`src/rtl/mem_arb_pkg.sv`:
```
// mem_arb_pkg: op codes, FSM states and owner encoding shared by the memory arbiter
package mem_arb_pkg;
    localparam logic [2:0] OP_LB = 3'b000;
    localparam logic [2:0] OP_LH = 3'b001;
    localparam logic [2:0] OP_LW = 3'b010;
    localparam logic [2:0] OP_SB = 3'b100;
    localparam logic [2:0] OP_SH = 3'b101;
    localparam logic [2:0] OP_SW = 3'b110;

    localparam logic OWN_CORE = 1'b0;
    localparam logic OWN_DMA  = 1'b1;

    typedef enum logic {ISSUE, RESP} state_t;

    function automatic logic [2:0] load_op(input logic [2:0] op);
        return (op[1:0] == 2'b11) ? OP_LW : op;
    endfunction
endpackage

```
`src/rtl/mem_arbiter_rr_arb2.sv`:
```
// rr_arb2: two-way round-robin arbiter; ptr=0 favours requester 0 on contention
module rr_arb2 (
    input  logic       clk,
    input  logic       rst,
    input  logic [1:0] req,
    input  logic       advance,
    output logic [1:0] gnt
);
    logic ptr;

    always_comb begin
        gnt[0] = req[0] && (!req[1] || !ptr);
        gnt[1] = req[1] && (!req[0] || ptr);
    end

    always_ff @(posedge clk or posedge rst) begin
        if (rst)
            ptr <= 1'b0;
        else if (advance)
            ptr <= gnt[0];
    end
endmodule

```
`src/rtl/mem_arbiter.sv`:
```
// mem_arbiter: round-robin core/DMA arbiter sequencing single-cycle stores and two-cycle loads
module mem_arbiter
    import mem_arb_pkg::*;
#(
    parameter int AW = 11,
    parameter int DW = 32
) (
    input  logic          clk,
    input  logic          rst,
    input  logic          c_req,
    input  logic [2:0]    c_op,
    input  logic [AW-1:0] c_addr,
    input  logic [DW-1:0] c_wdata,
    output logic          c_gnt,
    output logic          c_rvalid,
    output logic [DW-1:0] c_rdata,
    input  logic          d_req,
    input  logic [2:0]    d_op,
    input  logic [AW-1:0] d_addr,
    input  logic [DW-1:0] d_wdata,
    output logic          d_gnt,
    output logic          d_rvalid,
    output logic [DW-1:0] d_rdata,
    output logic          m_stall,
    output logic [2:0]    m_op,
    output logic [AW-1:0] m_addr,
    output logic [DW-1:0] m_wdata,
    input  logic [DW-1:0] m_rdata
);
    state_t        state, state_nx;
    logic          own;
    logic [2:0]    lop;
    logic [AW-1:0] laddr;
    logic [1:0]    req, gnt;
    logic          any;
    logic [2:0]    wop;
    logic [AW-1:0] waddr;
    logic [DW-1:0] wdata;

    // rst masks requests so no grant escapes while reset is held
    assign req = (state == ISSUE && !rst) ? {d_req, c_req} : 2'b00;

    rr_arb2 u_arb (
        .clk    (clk),
        .rst    (rst),
        .req    (req),
        .advance(any),
        .gnt    (gnt)
    );

    always_comb begin
        any      = |gnt;
        wop      = gnt[1] ? d_op    : c_op;
        waddr    = gnt[1] ? d_addr  : c_addr;
        wdata    = gnt[1] ? d_wdata : c_wdata;
        c_gnt    = gnt[0];
        d_gnt    = gnt[1];
        c_rvalid = state == RESP && own == OWN_CORE;
        d_rvalid = state == RESP && own == OWN_DMA;
        c_rdata  = m_rdata;
        d_rdata  = m_rdata;
        m_stall  = !any;
        m_op     = (state == RESP) ? lop   : (any ? wop   : 3'b000);
        m_addr   = (state == RESP) ? laddr : (any ? waddr : '0);
        m_wdata  = any ? wdata : '0;
        state_nx = (any && !wop[2]) ? RESP : ISSUE;
    end

    always_ff @(posedge clk or posedge rst) begin
        if (rst)
            state <= ISSUE;
        else
            state <= state_nx;
    end

    // memory formats read data from op/addr in the response cycle, so hold them
    always_ff @(posedge clk or posedge rst) begin
        if (rst) begin
            own   <= OWN_CORE;
            lop   <= OP_LB;
            laddr <= '0;
        end else if (state_nx == RESP) begin
            own   <= gnt[1] ? OWN_DMA : OWN_CORE;
            lop   <= load_op(wop);
            laddr <= waddr;
        end
    end
endmodule

```
`config.mk`:
```
export PLATFORM = sky130hd
export DESIGN_NAME = mem_arbiter
export DESIGN_NICKNAME = d
export VERILOG_FILES = /design/src/rtl/mem_arb_pkg.sv /design/src/rtl/mem_arbiter_rr_arb2.sv /design/src/rtl/mem_arbiter.sv
export SDC_FILE = /design/constraint.sdc
export NUM_CORES = 1
export LEC_CHECK = 0
export CAP_MARGIN = 0
export CELL_PAD_IN_SITES_DETAIL_PLACEMENT = 1
export CELL_PAD_IN_SITES_GLOBAL_PLACEMENT = 1
export CORE_AREA = 5 5 116 118
export CTS_BUF_LIST = sky130_fd_sc_hd__clkbuf_4 sky130_fd_sc_hd__clkbuf_8
export DETAILED_ROUTE_END_ITERATION = 7
export DIE_AREA = 0 0 121 123
export HOLD_SLACK_MARGIN = 0.02
export PLACE_DENSITY = 0.82
export SLEW_MARGIN = 30
export SYNTH_ARGS = -nofsm -noshare
export SYNTH_HDL_FRONTEND = slang
export SYNTH_SLANG_ARGS = --single-unit
```
`constraint.sdc`:
```
create_clock -name clk -period 2.4 [get_ports clk]
set_clock_uncertainty 0.05 [all_clocks]
set_input_delay 0.48 -clock clk [delete_from_list [all_inputs] [get_ports clk]]
set_output_delay 0.48 -clock clk [all_outputs]
set_load 0.005 [all_outputs]
```
==> results.toml <==
[critical_path]
r2r-start = "state$_DFF_PP0_"
critPathRequiredTime_ns = 1.87
cp-end-kind = "output pin"
r2r_setup_slack_ns = 0.14
path_max_fanout = 6
crit_type = "reg -> out"
critPathLaunchType = "flop"
worstPathArrival_ns = 1.95
r2r_end = "laddr[1]$_DFFE_PP0P_"
path_cells = "nor2_8 > nand3_4 > buf_6 > buf_6 > mux2_4 > a32o_1 > buf_2"
crit_top_cell = "buf_6"
cp_slowest_cell = "dfrtp_2"
ff2ff_path_depth = 10
cpPeakStageDelay_ns = 0.44

[global_routing]
grt_usage_pct = 11.8
grt_overflow = 0
grt_max_degree = 18
grt_pass1_wl_um = 14000
grt_pass1_vias = 2663
grt_antenna_before_repair = 0

[outcome]
status = "complete, but fails checks"
violations = "setup timing"

[timing]
slew-limit-headroom_pct = 55.6
rsz0062_at_grt = "true"
tightestPinTransition_ns = 0.665
slew_viol_final = 0
timing.final.crit_period_ns = 2.48
period_share_pct = 103
finalSetupViolations = 5
hold_viol = 0
max_freq_ghz = 0.404
setup_ws_ns = -0.0757
fin_setup_tns_ns = -0.150

[logic_synthesis]
syn_inst = 272
ys_seq_elements = 17
synth_compound_area_share_pct = 15.6
ys_seq_area_share_pct = 21.0
synth_adder_area_share_pct = 0
yosys.area_share.simple_pct = 18.4
synth_cell_types = 29
synthXorXnorAreaFrac_pct = 0
synth_top_family_by_area = "buffers and inverters"
yosys_warnings = 0
avgSynthCellArea_um2 = 7.44
synth.mux.area_fraction_pct = 14.3
netlist_area_um2 = 2020
synth_nets = 400

[clock_tree]
clock_path_buffers = 2
clock_latency_ns = 0.26
cts_hold_buf = 0
cts_made_buffers = 3
cts.clk_slew.worst_paths_ns = 0.07
htreeDepth = 1
clockRootBuffer = "clkbuf_8"
cts_tree = "done"
cts.sinks = 17

[power_and_ir_drop]
power_w = 0.00143
power_density_nw_per_um2 = 386
ir_drop_mv = 0.190
p_leak_nw = 1.70

[finish]
layout-drive-gt1-share_pct = 31.8
area_growth_pct = 83.3
nets = 529
fill_cells = 1494
insertedDiodeCount = 0

[routing]
viasPerCell = 4.08
drt-pass1-iter-count = 4
drtIter0Drc = 32
wire_per_inst_um = 16.2
vias = 2333
drtAntennaViolNets = 0
wl_um = 9240
drc = 0

[placement]
place_congestion = 0.766
io_buffers = 146
place_hpwl_um = 7150

[die]
die_y_um = 123
placementRows = 41
die_area_um2 = 14900
start_util_pct = 16.4
io_pins = 243
dieWidth_um = 121
core_area_um2 = 12400

[flow_run]
drv_cap = 0

[worst_hold_path]
worstHoldPathType = "in -> async"
area by class of cell:
cell class	count	area (um2)	share of cell area (%)
Timing Repair Buffer	204	1900	51.1
Multi-Input combinational cell	165	1080	29.2
Sequential cell	17	427	11.5
Tap cell	172	215	5.80
Clock buffer	4	48.8	1.31
Inverter	10	40.0	1.08
kinds of logic (layout without fill, tap and decap cells):
logic type             after synthesis  in the layout
flip-flops                          17             17
multiplexers                        27             27
buffers and inverters               91            218
AO/OA/AOI/OAI                       53             53
AND/OR/NAND/NOR                     84             85
metrics by stage:
step	setup WS, ns	hold WS (ns)	utilization [%]	instance area [um2]	instances
final	-0.0757	0.313	30.0	3710	572
after global routing	-0.133	0.380	30.0	3710	572
after CTS	-0.112	0.342	29.7	3670	565
after detailed placement	-0.777	0.440	27.7	3430	540
after global placement	-0.680	0.434	27.7	3430	540
after floorplan	0.419	0.356	-	2020	272
power by group:
part / switching [W] / internal [W] / total (W)
Combinational: 0.000311 / 0.000479 / 0.000790
Clock: 0.000102 / 0.000129 / 0.000231
Sequential: 0.0000486 / 0.000363 / 0.000412
synth_stat cells:
cell type	instances	area [um2]
a21o_1	1	7.51
a21oi_1	33	165
a31oi_1	1	6.26
a32o_1	6	60.1
and2_1	1	6.26
buf_1	2	7.51
buf_12	1	20.0
buf_2	1	5.00
buf_4	66	495
buf_6	2	22.5
clkbuf_1	9	33.8
dfrtp_1	17	425
inv_1	9	33.8
inv_2	1	3.75
mux2_2	11	124
mux2_4	1	15.0
mux2i_1	15	150
nand2_1	73	274
nand2_8	1	20.0
nand2b_1	1	6.26
nand3_1	1	5.00
nand4_1	1	6.26
nor2_8	1	20.0
nor2b_1	2	12.5
nor3b_1	2	15.0
o21ai_0	10	50.1
o22ai_1	1	6.26
o31ai_4	1	21.3
or2_0	1	6.26
routing by layer:
| metal | share of wire [%] | vias up | track usage [%] |
|---|---|---|---|
| met5 | 0 | - | 0 |
| met4 | 4.1 | 0 | 5.67 |
| met3 | 7.6 | 44 | 2.84 |
| met2 | 53 | 95 | 22.1 |
| met1 | 36 | 1108 | 12.3 |
| li1 | - | 1086 | - |
how the worst max path moves through the flow:
| stage | start | endpoint | slack (ns) |
|---|---|---|---|
| final | state$_DFF_PP0_ | m_addr[3] | -0.08 |
| after CTS | u_arb.ptr$_DFFE_PP0P_ | m_addr[2] | -0.11 |
| after detailed placement | rst | m_addr[2] | -0.78 |
| after global placement | rst | m_addr[1] | -0.68 |
| after floorplan | c_req | m_addr[10] | 0.42 |
| after global routing | state$_DFF_PP0_ | m_addr[3] | -0.13 |
layout by cell type, fill, tap and decap left out, drive strengths merged:
cell type	Yosys	routed
a31oi	1	1
clkbuf	9	21
nor2	1	1
o21ai	10	10
inv	10	10
dlygate4sd2	0	10
a32o	6	6
dfrtp	17	17
nand2	74	75
o22ai	1	1
clkdlybuf4s50	0	94
and2	1	1
nand4	1	1
buf	72	70
or2	1	1
dlymetal6s2s	0	2
mux2	12	12
nand3	1	1
a21oi	33	33
o31ai	1	1
a21o	1	1
nand2b	1	1
nor2b	2	2
clkdlybuf4s15	0	11
mux2i	15	15
nor3b	2	2
timing repair:
action | CTS | global route
pin swaps | 6 | 7
setup buffers | 21 | 8
gates resized for setup | 117 | 65
endpoints found under the setup margin | 54 | 39
cloned | 1 | 0
registers in the layout, summed over array words and instances, names as in the netlist:
register / cells
lop: 3
state: 1
laddr: 11
own: 1
u_arb.ptr: 1
critical path, delay by kind of cell, from the launching register on:
family	cells	cell delay, ns
mux	1	0.29
compound gates	1	0.26
simple gates	2	0.29
flops	1	0.44
buf+inv	3	0.39
(Power assumes the default switching activity.)
